$ cat src/rtl/pwm_pkg.sv
// Shared definitions for the PWM sample path: scheduler state encoding and data width limits.
package pwm_pkg;

    localparam int PWM_DEFAULT_WIDTH = 8;
    localparam int PWM_MIN_WIDTH     = 1;
    localparam int PWM_MAX_WIDTH     = 63;

    typedef logic [1:0] pwm_state_t;

    localparam logic [1:0] ST_IDLE    = 2'd0;
    localparam logic [1:0] ST_FETCH   = 2'd1;
    localparam logic [1:0] ST_CAPTURE = 2'd2;
    localparam logic [1:0] ST_RUN     = 2'd3;

endpackage

$ cat src/rtl/pwm_period_counter.sv
// PWM period counter: counts 0..top, reloads top from i_top at each wrap or on load-zero.
module pwm_period_counter
    import pwm_pkg::*;
#(
    parameter int WIDTH = PWM_DEFAULT_WIDTH
) (
    input  logic             i_clk,
    input  logic             i_rst,
    input  logic             i_clr,
    input  logic             i_en,
    input  logic [WIDTH-1:0] i_top,
    output logic [WIDTH-1:0] o_cnt,
    output logic             o_boundary
);

    logic [WIDTH-1:0] r_cnt;
    logic [WIDTH-1:0] r_top;
    logic             w_at_top;

    assign w_at_top   = (r_cnt == r_top);
    assign o_boundary = i_en && w_at_top;
    assign o_cnt      = r_cnt;

    // The top is latched on load-zero and at every wrap, so i_period changes only take effect per period.
    always_ff @(posedge i_clk or posedge i_rst) begin
        if (i_rst) begin
            r_cnt <= '0;
            r_top <= '0;
        end else if (i_clr) begin
            r_cnt <= '0;
            r_top <= i_top;
        end else if (i_en) begin
            if (w_at_top) begin
                r_cnt <= '0;
                r_top <= i_top;
            end else begin
                r_cnt <= r_cnt + WIDTH'(1);
            end
        end
    end

endmodule

$ cat src/rtl/pwm_fifo_sched.sv
// PWM duty scheduler: pops one duty per period from sync_fifo, prefetching into a one-deep shadow.
// Build option PWM_SCHED_UNDERFLOW_ZERO_EN: underflow forces duty to 0 instead of repeating the last one.
module pwm_fifo_sched
    import pwm_pkg::*;
#(
    parameter int WIDTH = PWM_DEFAULT_WIDTH
) (
    input  logic             i_clk,
    input  logic             i_rst,
    input  logic             i_en,
    input  logic [WIDTH-1:0] i_period,
    input  logic             i_fifo_empty,
    input  logic [WIDTH-1:0] i_fifo_data,
    output logic             o_fifo_re,
    output logic             o_pwm,
    output logic [WIDTH-1:0] o_duty,
    output logic             o_underflow,
    output logic             o_busy,
    output pwm_state_t       o_state
);

    pwm_state_t       r_state;
    logic [WIDTH-1:0] r_duty;
    logic [WIDTH-1:0] r_shadow;
    logic             r_shadow_vld;
    logic             r_re;
    logic             r_pf;
    logic             r_cap;
    logic             r_underflow;

    logic [WIDTH-1:0] w_cnt;
    logic             w_bnd;
    logic             w_run;
    logic             w_clr;
    logic             w_pending;
    logic             w_prefetch;
    logic             w_start_shadow;
    logic             w_start_fetch;
    logic             w_take_shadow;
    logic             w_bypass;
    logic             w_starve;

    // FIFO read handshake: o_fifo_re is a one-cycle request raised only after a non-empty flag;
    // i_fifo_data is valid exactly one cycle later and is always consumed in that cycle.
    assign w_run          = (r_state == ST_RUN);
    assign w_pending      = r_re || r_cap;
    assign w_prefetch     = w_run && !r_shadow_vld && !w_pending && !i_fifo_empty;
    assign w_start_shadow = (r_state == ST_IDLE) && i_en && r_shadow_vld;
    assign w_start_fetch  = (r_state == ST_IDLE) && i_en && !r_shadow_vld && !w_pending && !i_fifo_empty;
    assign w_clr          = w_start_shadow || (r_state == ST_CAPTURE);
    assign w_take_shadow  = w_bnd && i_en && r_shadow_vld;
    assign w_bypass       = w_bnd && i_en && !r_shadow_vld && r_cap;
    assign w_starve       = w_bnd && i_en && !r_shadow_vld && !r_cap;

    pwm_period_counter #(.WIDTH(WIDTH)) u_cnt (
        .i_clk      (i_clk),
        .i_rst      (i_rst),
        .i_clr      (w_clr),
        .i_en       (w_run),
        .i_top      (i_period),
        .o_cnt      (w_cnt),
        .o_boundary (w_bnd)
    );

    always_ff @(posedge i_clk or posedge i_rst) begin
        if (i_rst) begin
            r_state      <= ST_IDLE;
            r_duty       <= '0;
            r_shadow     <= '0;
            r_shadow_vld <= 1'b0;
            r_re         <= 1'b0;
            r_pf         <= 1'b0;
            r_cap        <= 1'b0;
            r_underflow  <= 1'b0;
        end else begin
            r_re        <= w_start_fetch || w_prefetch;
            r_pf        <= w_prefetch;
            r_cap       <= r_re && r_pf;
            r_underflow <= w_starve;

            case (r_state)
                ST_IDLE: begin
                    if (w_start_shadow)
                        r_state <= ST_RUN;
                    else if (w_start_fetch)
                        r_state <= ST_FETCH;
                end
                ST_FETCH:   r_state <= ST_CAPTURE;
                ST_CAPTURE: r_state <= ST_RUN;
                ST_RUN: begin
                    if (w_bnd && !i_en)
                        r_state <= ST_IDLE;
                end
                default:    r_state <= ST_IDLE;
            endcase

            if (r_state == ST_CAPTURE)
                r_duty <= i_fifo_data;
            else if (w_start_shadow || w_take_shadow)
                r_duty <= r_shadow;
            else if (w_bypass)
                r_duty <= i_fifo_data;
`ifdef PWM_SCHED_UNDERFLOW_ZERO_EN
            else if (w_starve)
                r_duty <= '0;
`endif

            // A prefetched word landing on a boundary goes straight to the duty and never parks.
            if (w_start_shadow || w_take_shadow) begin
                r_shadow_vld <= 1'b0;
            end else if (r_cap && !w_bypass) begin
                r_shadow     <= i_fifo_data;
                r_shadow_vld <= 1'b1;
            end
        end
    end

    assign o_fifo_re   = r_re;
    assign o_duty      = r_duty;
    assign o_underflow = r_underflow;
    assign o_busy      = (r_state != ST_IDLE);
    assign o_pwm       = w_run && (w_cnt < r_duty);
    assign o_state     = r_state;

endmodule

$ cat config.mk
export PLATFORM = sky130hd
export DESIGN_NAME = pwm_fifo_sched
export DESIGN_NICKNAME = d
export VERILOG_FILES = /design/src/rtl/pwm_pkg.sv /design/src/rtl/pwm_period_counter.sv /design/src/rtl/pwm_fifo_sched.sv
export SDC_FILE = /design/constraint.sdc
export NUM_CORES = 1
export LEC_CHECK = 0
export ABC_CLOCK_PERIOD_IN_PS = 2850
export BUFFER_PORTS_ARGS = -buffer_cell sky130_fd_sc_hd__buf_2
export CAP_MARGIN = 15
export CORE_MARGIN = 1.5
export CORE_UTILIZATION = 43
export CTS_CLUSTER_SIZE = 12
export DETAILED_ROUTE_END_ITERATION = 7
export SETUP_SLACK_MARGIN = 0.3
export SKIP_LAST_GASP = 1
export SLEW_MARGIN = 10
export SYNTH_ARGS = -nofsm -noshare
export SYNTH_HDL_FRONTEND = slang
export SYNTH_HIERARCHICAL = 1
export SYNTH_SLANG_ARGS = --single-unit
$ cat constraint.sdc
create_clock -name i_clk -period 2.85 [get_ports i_clk]
set_input_delay 0.1425 -clock i_clk [delete_from_list [all_inputs] [get_ports i_clk]]
set_output_delay 0.1425 -clock i_clk [all_outputs]
set_load 0.01 [all_outputs]
==> impl_metrics.py <==
metrics = {
    "setup_path": {
        "cp.required_ns": 3.03,
        "r2r-start": "u_cnt/o_cnt[5]",
        "cp_max_fo": 8,
        "cp.arrival_ns": 2.38,
        "worstRegToRegCells": 6,
        "r2r_end": "r_shadow[7]",
        "critical-path-slowest-cell": "dfrtp_1",
        "cp_cell_sequence": "xnor2_1, nand4_2, nor3_2, a21oi_1, o21ai_2, mux2_2",
        "r2r_slack_ns": 0.65,
        "startpoint_type": "flip-flop",
        "max_stage_delay_ns": 0.45,
        "cp-end-kind": "flip-flop",
        "crit_type": "flip-flop to flip-flop",
    },
    "logic_synthesis": {
        "ys_ff_latch": 39,
        "syn_avg_cell_area_um2": 11.6,
        "netlist_instances": 185,
        "synth.largest_area_cell": "dfrtp_1",
        "synth_top_area_share": 0.456,
        "synth.area.top_cells": "dfrtp_1 46%, mux2i_1 7.5%, ha_1 7.0%",
        "yosysSeqAreaShare": 0.456,
        "synth_edf_count": 0,
        "yosys.cell_types.count": 38,
        "async_reset_ff_frac": 1.00,
        "netlist_area_mm2": 0.00214,
        "synth-main-ff-cell": "dfrtp_1",
        "yosys_warnings": 6,
        "syn_nets": 217,
    },
    "timing": {
        "tightest_slew_ns": 0.874,
        "fin_crit_sh": 0.772,
        "setup_violations": 0,
        "rsz0062_at_grt": "no",
        "relSlewSlack": 0.417,
        "min_period_ns": 2.20,
        "finalHoldViolations": 0,
        "fin_skew_ns": 0.00637,
        "setup_tns_ns": 0,
        "drv_slew": 0,
        "max_freq_mhz": 454,
        "holdWs_ns": 0.0784,
    },
    "clock_tree": {
        "cts_buffer_depth": 2,
        "cts.sinks": 39,
        "clk_latency_ns": 0.29,
        "clk_pin_slew_ns": 0.07,
        "cts_root_buf": "clkbuf_8",
        "postCtsSetupRepairBufs": 0,
        "h-tree-depth": 2,
        "cts_buffers": 5,
        "cts_tree": "done",
    },
    "route": {
        "drtPass1Iterations": 4,
        "drt-met1-wl_um": 1990,
        "dr_wl_met3_um": 133,
        "highest_layer": "met4",
        "dr_total_vias": 1490,
        "drt_iter0_markers": 50,
        "vias_per_cell": 5.03,
        "route.met2.wl_um": 1960,
        "ant_nets": 0,
        "drcViolationCount": 0,
        "avgRoutedWirePerCell_um": 14.0,
        "wirelength_um": 4140,
    },
    "global_route": {
        "grt_pass1_vias": 1468,
        "antenna_found_initial": 0,
        "grt_usage": 0.175,
        "overflow": 0,
        "grt_pass1_wl_um": 7090,
        "grt_max_degree": 24,
    },
    "hold_path": {
        "whs_path_depth": 2,
        "hp-class": "primary input to flip-flop",
        "worstHoldStart": "i_period[3]",
        "min_to": "u_cnt/r_top[3]",
    },
    "floorplanning": {
        "die_area_mm2": 0.00541,
        "core-area_mm2": 0.00475,
        "die_h_um": 73.6,
        "fp.dieW_um": 73.6,
        "initial_core_util": 0.450,
        "rows": 25,
        "pin_count": 34,
    },
    "layout": {
        "ff_latch_area_um2": 976,
        "final_core_util": 0.534,
        "multi_input_area_mm2": 0.00109,
        "diodes": 0,
        "syn2layout_area_growth_pct": 18.5,
        "fill_cells": 453,
        "drive_above_1_share": 0.319,
        "fin_nets": 260,
    },
    "placement": {
        "place_congestion": 0.805,
        "dp_hpwl_um": 3100,
        "portBuffers": 33,
    },
    "pwr": {
        "leakagePower_nw": 1.25,
        "powerDensity_mw_per_mm2": 1030,
        "finalPower_mw": 2.62,
        "irDropWorstVdd_mv": 0.608,
    },
    "run_status": {
        "status": "finished, final reports clean",
    },
    "run": {
        "maxCapViolations": 0,
    },
}
power breakdown:
| part | total (mW) | leakage (nW) | internal (mW) | switching, mW |
|---|---|---|---|---|
| logic | 1.21 | 0.708 | 0.598 | 0.609 |
| clock network | 0.471 | 0.0612 | 0.283 | 0.188 |
| registers | 0.946 | 0.485 | 0.775 | 0.171 |
| total | 2.62 | 1.25 | 1.66 | 0.968 |
Yosys cell counts, drive strengths merged, types with 2 or more instances:
cell type  instances
ha                12
xor2               3
o21ai              8
o22ai              3
and3               4
nand2              5
and2               2
xnor2              8
a41oi              2
nor4b              2
mux2              18
nor2              14
dfrtp             39
nand3              2
nor3               4
mux2i             16
nand2b             5
a21oi              8
a211o              2
inv               16
nand4              3
final cells by class:
class,instances,share of cell area
flip-flops and latches,39,0.385
well taps,67,0.0330
clock inverters,2,0.0138
clock buffers,6,0.0325
inverters,16,0.0237
multi-input cells,128,0.431
repair buffers,38,0.0809
cell usage in the layout, fill, tap and decap left out, drive strengths merged, types with 2 or more instances in the layout:
cell and instances:
a41oi 2, dfrtp 39, nand4 3, mux2i 16, a211o 2, buf 37
mux2 18, xor2 3, nor2 14, o21ai 8, o22ai 3, a21oi 8
ha 12, nand3 2, clkbuf 6, nor4b 2, and3 4, xnor2 8
inv 16, nor3 4, nand2b 5, nand2 5, and2 2
flip-flops by register name, summed over array words and instances (netlist names):
name	cells
o_duty	8
r_shadow	8
u_cnt/o_cnt	8
u_cnt/r_top	8
o_state	2
o_fifo_re	1
o_underflow	1
r_cap	1
r_pf	1
r_shadow_vld	1
layer usage:
layer / vias up / global-route usage
met1: 726 / 0.234
met4: 0 / 0.0700
met5: - / 0
met2: 26 / 0.271
li1: 732 / -
met3: 6 / 0.0439
metrics by stage:
stage / std cells / area, um2 / setup slack, ns
after global placement: 287 / 2400 / 0.485
after floorplan: 185 / 2140 / 0.343
final: 296 / 2540 / 0.649
after global routing: 296 / 2540 / 0.475
after detailed placement: 287 / 2400 / 0.466
after CTS: 296 / 2530 / 0.450
logic make-up after synthesis:
logic type / share of synthesized area
buffers and inverters: 0.0351
xor gates and xnor gates: 0.0450
adders and majority gates: 0.0701
DFF: 0.456
muxes: 0.184
AOI/OAI and AO/OA: 0.0918
and+or+nand+nor: 0.119
worst max-delay path: cells and delay by family (launching register included):
family	cells	cell delay, ns
simple gates	2	0.49
xor+xnor	1	0.21
compound gates	2	0.54
flops	1	0.45
mux	1	0.39
how the worst max path moves through the flow:
stage	startpoint	to	slack, ns	depth (start not counted)
2_1_floorplan	o_state[1]	o_duty[0]	0.34	7
3_3_place_gp	u_cnt/o_cnt[4]	r_shadow[7]	0.49	6
3_5_place_dp	u_cnt/o_cnt[5]	r_shadow[7]	0.47	6
4_1_cts	u_cnt/o_cnt[5]	r_shadow[1]	0.45	6
5_1_grt	u_cnt/o_cnt[0]	r_shadow[4]	0.47	6
6_report	u_cnt/o_cnt[5]	r_shadow[7]	0.65	6
timing repair:
item,in CTS,in global routing
setup endpoints to repair,0,8
hold buffers,1,0
endpoints found under the hold margin,16,0
gates resized for setup,0,1
(Power assumes the default switching activity.)
